File: config.mk
export PLATFORM = sky130hd
export DESIGN_NAME = hazard_stall_unit
export DESIGN_NICKNAME = d
export VERILOG_FILES = /design/src/rtl/hazard_stall_unit.sv
export SDC_FILE = /design/constraint.sdc
export NUM_CORES = 1
export LEC_CHECK = 0
export BUFFER_PORTS_ARGS = -buffer_cell sky130_fd_sc_hd__buf_2
export CAP_MARGIN = 0
export CELL_PAD_IN_SITES_DETAIL_PLACEMENT = 1
export CELL_PAD_IN_SITES_GLOBAL_PLACEMENT = 2
export CORE_MARGIN = 2
export CORE_UTILIZATION = 33
export DETAILED_ROUTE_END_ITERATION = 10
export PLACE_DENSITY = 0.81
export SLEW_MARGIN = 20
export SYNTH_ARGS = -nofsm -noshare
export SYNTH_HDL_FRONTEND = slang
export SYNTH_SLANG_ARGS = --single-unit
File: constraint.sdc
create_clock -name clk -period 3.3 [get_ports clk]
set_input_delay 0.165 -clock clk [delete_from_list [all_inputs] [get_ports clk]]
set_output_delay 0.165 -clock clk [all_outputs]
set_load 0.02 [all_outputs]
File: src/rtl/hazard_stall_unit.sv
// hazard_stall_unit
// Stall side of operand bypassing for the 5-stage core: one-bubble load-use
// interlock, full-pipeline freeze while a data-memory access is pending, and a
// sticky watchdog fault when that wait exceeds MEM_TIMEOUT cycles.
module hazard_stall_unit #(
  parameter int unsigned MEM_TIMEOUT = 64
) (
  input  logic        clk,
  input  logic        rest,
  input  logic [3:0]  IFID_Register_Rd,
  input  logic [3:0]  IFID_Register_Rt,
  input  logic        IFID_UsesRd,
  input  logic        IFID_UsesRt,
  input  logic        IFIDMemRead,
  input  logic        IFIDMemWrite,
  input  logic [3:0]  IDEX_Register_Rd,
  input  logic        IDEXMemRead,
  input  logic        EXMEMMemAccess,
  input  logic        mem_ready,
  input  logic        perf_clr,
  output logic        PCWrite,
  output logic        IFIDWrite,
  output logic        IDEXFlush,
  output logic        PipeWrite,
  output logic        mem_fault,
  output logic [15:0] stall_cycles
);

  // Loads and stores implicitly read this register as their base address.
  localparam logic [3:0] BASE_REG_C  = 4'd10;
  localparam logic [7:0] TIMEOUT_C   = 8'(MEM_TIMEOUT);
  localparam logic [15:0] STALL_MAX_C = 16'hFFFF;

  // Code 2'b11 is unused and decodes to the fault behaviour.
  typedef enum logic [1:0] {
    ST_RUN     = 2'b00,
    ST_MEMWAIT = 2'b01,
    ST_FAULT   = 2'b10
  } state_t;

  state_t      state_r;
  state_t      state_s;
  logic [7:0]  wait_cnt_r;
  logic [7:0]  wait_cnt_s;
  logic        mem_fault_r;
  logic [15:0] stall_cycles_r;

  logic        lu_s;
  logic        mw_s;
  logic        in_fault_s;
  logic        pc_write_s;
  logic        ifid_write_s;
  logic        pipe_write_s;
  logic        idex_flush_s;

  // Load-use and memory-wait hazard detection; r0 never creates a hazard.
  always_comb begin
    lu_s = 1'b0;
    mw_s = EXMEMMemAccess & ~mem_ready;
    if (IDEXMemRead && (IDEX_Register_Rd != 4'd0)) begin
      lu_s = (IFID_UsesRd && (IFID_Register_Rd == IDEX_Register_Rd)) ||
             (IFID_UsesRt && (IFID_Register_Rt == IDEX_Register_Rd)) ||
             ((IFIDMemRead || IFIDMemWrite) && (IDEX_Register_Rd == BASE_REG_C));
    end else begin
      lu_s = 1'b0;
    end
  end

  // Next-state, wait counter and pipeline enables; default is fully frozen.
  always_comb begin
    state_s      = state_r;
    wait_cnt_s   = wait_cnt_r;
    in_fault_s   = 1'b0;
    pc_write_s   = 1'b0;
    ifid_write_s = 1'b0;
    pipe_write_s = 1'b0;
    idex_flush_s = 1'b0;
    if (!rest) begin
      // Held in reset: front end stopped and ID/EX forced to a bubble.
      state_s      = ST_RUN;
      wait_cnt_s   = 8'd0;
      idex_flush_s = 1'b1;
    end else begin
      case (state_r)
        ST_RUN: begin
          if (mw_s) begin
            state_s    = ST_MEMWAIT;
            wait_cnt_s = 8'd1;
          end else if (lu_s) begin
            pipe_write_s = 1'b1;
            idex_flush_s = 1'b1;
          end else begin
            pc_write_s   = 1'b1;
            ifid_write_s = 1'b1;
            pipe_write_s = 1'b1;
          end
        end
        ST_MEMWAIT: begin
          if (mem_ready) begin
            // Release cycle advances normally, still honouring a load-use.
            state_s    = ST_RUN;
            wait_cnt_s = 8'd0;
            if (lu_s) begin
              pipe_write_s = 1'b1;
              idex_flush_s = 1'b1;
            end else begin
              pc_write_s   = 1'b1;
              ifid_write_s = 1'b1;
              pipe_write_s = 1'b1;
            end
          end else if (wait_cnt_r == TIMEOUT_C) begin
            state_s = ST_FAULT;
          end else begin
            wait_cnt_s = 8'(wait_cnt_r + 8'd1);
          end
        end
        ST_FAULT: begin
          in_fault_s = 1'b1;
          state_s    = ST_FAULT;
        end
        default: begin
          in_fault_s = 1'b1;
          state_s    = ST_FAULT;
        end
      endcase
    end
  end

  // State, wait counter and sticky fault flag.
  always_ff @(posedge clk or negedge rest) begin
    if (!rest) begin
      state_r     <= ST_RUN;
      wait_cnt_r  <= 8'd0;
      mem_fault_r <= 1'b0;
    end else begin
      state_r     <= state_s;
      wait_cnt_r  <= wait_cnt_s;
      mem_fault_r <= mem_fault_r | (state_s == ST_FAULT);
    end
  end

  // Saturating stall counter; clear wins over increment, fault cycles excluded.
  always_ff @(posedge clk or negedge rest) begin
    if (!rest) begin
      stall_cycles_r <= 16'd0;
    end else if (perf_clr) begin
      stall_cycles_r <= 16'd0;
    end else if (!pc_write_s && !in_fault_s && (stall_cycles_r != STALL_MAX_C)) begin
      stall_cycles_r <= stall_cycles_r + 16'd1;
    end else begin
      stall_cycles_r <= stall_cycles_r;
    end
  end

  assign PCWrite      = pc_write_s;
  assign IFIDWrite    = ifid_write_s;
  assign PipeWrite    = pipe_write_s;
  assign IDEXFlush    = idex_flush_s;
  assign mem_fault    = mem_fault_r;
  assign stall_cycles = stall_cycles_r;

endmodule

==> results.yml <==
grt:
  grt_pass1_vias: 1586
  grt_max_degree: 24
  overflow: 0
  track_usage: 0.159
  antenna_found_initial: 0
  grt_pass1_wl_microns: 7620
clocking:
  clkTransAtPathRegs_ns: 0.11
  clockBufferDepth: 2
  clock-root-buffer: "clkbuf_8"
  clk_latency_ns: 0.29
  cts_buffers: 3
  cts.sinks: 27
  ctsResizeCount: 0
  cts_tree: "built"
  htree_levels: 1
sta:
  setup_tns_ns: 0
  period_share: 0.735
  fmax_ghz: 0.412
  rsz0062_at_grt: "false"
  setup_viol: 0
  worstMarginPinSlew_ns: 0.678
  skew_ns: 0.0151
  hold_viol_final: 0
  relSlewSlack: 0.547
  slew_viol_final: 0
  min_period_ns: 2.42
floorplan:
  start_util: 0.339
  die_h_microns: 76.2
  die_w_microns: 76.2
  io_pins: 43
  core-area_sq_um: 5070
  num_rows: 26
  die_area_sq_um: 5800
yosys:
  async_flop_share: 1.00
  syn_nets: 222
  avgSynthCellArea_sq_um: 8.73
  ys_warn_count: 0
  ys_seq_area_frac: 0.393
  synth_cell_type_count: 39
  synth-edff-count: 0
  netlist_area_sq_um: 1720
  ys_seq_elements: 27
  netlist_instances: 197
  synth_flop_cell: "dfrtp_1"
placement:
  portBuffers: 42
  placed_area_sq_um: 1990
  hpwl_microns: 3320
  place_congestion: 0.725
  placedCellCount: 301
worst_setup_path:
  startpoint_type: "input pin"
  critPathMaxStageDelay_ns: 0.58
  critical_path_class: "in2reg"
  cp-end-kind: "flop"
  crit_chain: "dlygate4sd3_1 > buf_2 > nand2b_1 > nor2_1 > nor4b_2 > buf_4 > o31ai_1 > a21oi_1"
  cp_slowest_cell: "nor4b_2"
  worstPathArrival_ns: 2.63
  worstPathRequired_ns: 3.50
  path_max_fanout: 23
routing:
  num_vias: 1598
  wire_per_inst_microns: 14.6
  dr.first_iter.drc_count: 55
  viasPerCell: 5.22
  dr.pass1.iters: 4
  routed_wl_microns: 4470
  ant_nets: 0
  drc: 0
cells_and_area:
  multi_input_area_sq_um: 987
  finalCoreUtilization: 0.403
  area_growth_syn_to_layout_pct: 19.1
  final_cells: 306
  final_common_cell: "buf_2"
  seq_area_sq_um: 676
  design_area_sq_um: 2050
  layout-drive-gt1-share: 0.242
  n_fill_cell: 641
  nets: 262
  final_cell_mix: "42 x buf_2, 27 x dfrtp_1, 13 x nor2_1, 13 x a21oi_1"
  antenna_cells: 0
flow_run:
  max_cap_viol_count: 0
power:
  power.leakage_uw: 0.000926
  irDropWorstVdd_uv: 148
  power_density_nw_per_um2: 321
  power.total_uw: 657
outcome:
  status: "finished clean"
worst_hold_path:
  min_path_type: "in2reg"
==> synthesized netlist by cell type (all sizes together), types with 2 or more instances <==
| library cell | number | area (sq um) |
|---|---|---|
| dfrtp | 27 | 676 |
| o21ai | 20 | 100 |
| a21oi | 13 | 65.1 |
| nand3 | 13 | 70.1 |
| nor2 | 13 | 48.8 |
| nand2 | 11 | 41.3 |
| o31ai | 9 | 67.6 |
| and3 | 8 | 50.1 |
| nand2b | 8 | 50.1 |
| buf | 7 | 36.3 |
| or3 | 7 | 43.8 |
| xor2 | 7 | 61.3 |
| nor3 | 6 | 30.0 |
| or4 | 6 | 45.0 |
| nand4 | 5 | 31.3 |
| nor4 | 5 | 43.8 |
| inv | 4 | 15.0 |
| clkbuf | 3 | 11.3 |
| ha | 3 | 37.5 |
| mux2 | 3 | 33.8 |
| nor2b | 3 | 18.8 |
| or2 | 3 | 18.8 |
| nor4b | 2 | 23.8 |
| or3b | 2 | 17.5 |
| xnor2 | 2 | 17.5 |
==> cell type report <==
cell class / instances / area share
inverter: 4 / 0.00733
timing repair buffer: 45 / 0.115
tap: 70 / 0.0428
sequential: 27 / 0.330
clock buffer: 3 / 0.0202
multi-input combinational: 156 / 0.482
clock inverter: 1 / 0.00244
==> cell families after synthesis <==
kind of cell,synth area share
mux,0.0196
flops,0.393
compound gates,0.154
buf+inv,0.0364
simple gates,0.330
xor+xnor,0.0459
fa+ha+maj,0.0218
==> metrics by stage <==
| step | worst slack (ns) | hold slack [ns] |
|---|---|---|
| after floorplan | 1.19 | -0.131 |
| after global placement | 1.08 | 0.120 |
| after detailed placement | 1.07 | 0.126 |
| after CTS | 0.819 | 0.229 |
| after global routing | 0.641 | 0.227 |
| final | 0.875 | 0.230 |
==> sequential cells by signal (all words and copies together), names as in the netlist <==
| name | cells |
|---|---|
| stall_cycles | 16 |
| wait_cnt_r | 8 |
| state_r | 2 |
| mem_fault | 1 |
==> layer usage <==
layer / part of all wire / up-vias / routed length (microns) / GRT usage
met3: 0.022 / 4 / 100 / 0.0273
met2: 0.50 / 20 / 2220 / 0.270
met1: 0.47 / 768 / 2110 / 0.207
li1: - / 806 / - / -
met5: 0 / - / 0 / 0
met4: 0.0081 / 0 / 36 / 0.0473
==> power breakdown <==
| part | total, uW | switching [uW] | internal [uW] |
|---|---|---|---|
| sequential | 344 | 6.67 | 337 |
| combinational | 106 | 67.1 | 39.1 |
| clock | 207 | 122 | 85.3 |
==> timing repair <==
item / in CTS / in global routing
endpoints found under the hold margin: 15 / 0
hold buffers: 1 / 0
buffers inserted: 0 / 0
==> final timing paths <==
| check | startpoint | end | slack, ns | cells past startpoint |
|---|---|---|---|---|
| setup / recovery | rest | stall_cycles[6]$_DFFE_PN0P_ | 0.88 | 8 |
| hold / removal | mem_ready | state_r[0]$_DFF_PN0_ | 0.23 | 3 |
| setup reg to reg | state_r[0]$_DFF_PN0_ | stall_cycles[10]$_DFFE_PN0P_ | 1.02 | 6 |
| hold reg to reg | wait_cnt_r[7]$_DFFE_PN0P_ | wait_cnt_r[7]$_DFFE_PN0P_ | 0.49 | 1 |
| max in group asynchronous | rest | stall_cycles[15]$_DFFE_PN0P_ | 2.39 | 3 |
| min in group asynchronous | rest | wait_cnt_r[2]$_DFFE_PN0P_ | 0.32 | 2 |
==> critical path, delay by kind of cell <==
kind                   cells  cell delay, ns
AND/OR/NAND/NOR            3            0.92
AO/OA/AOI/OAI              2            0.29
buffers and inverters      3            1.25
(Power assumes the default switching activity.)
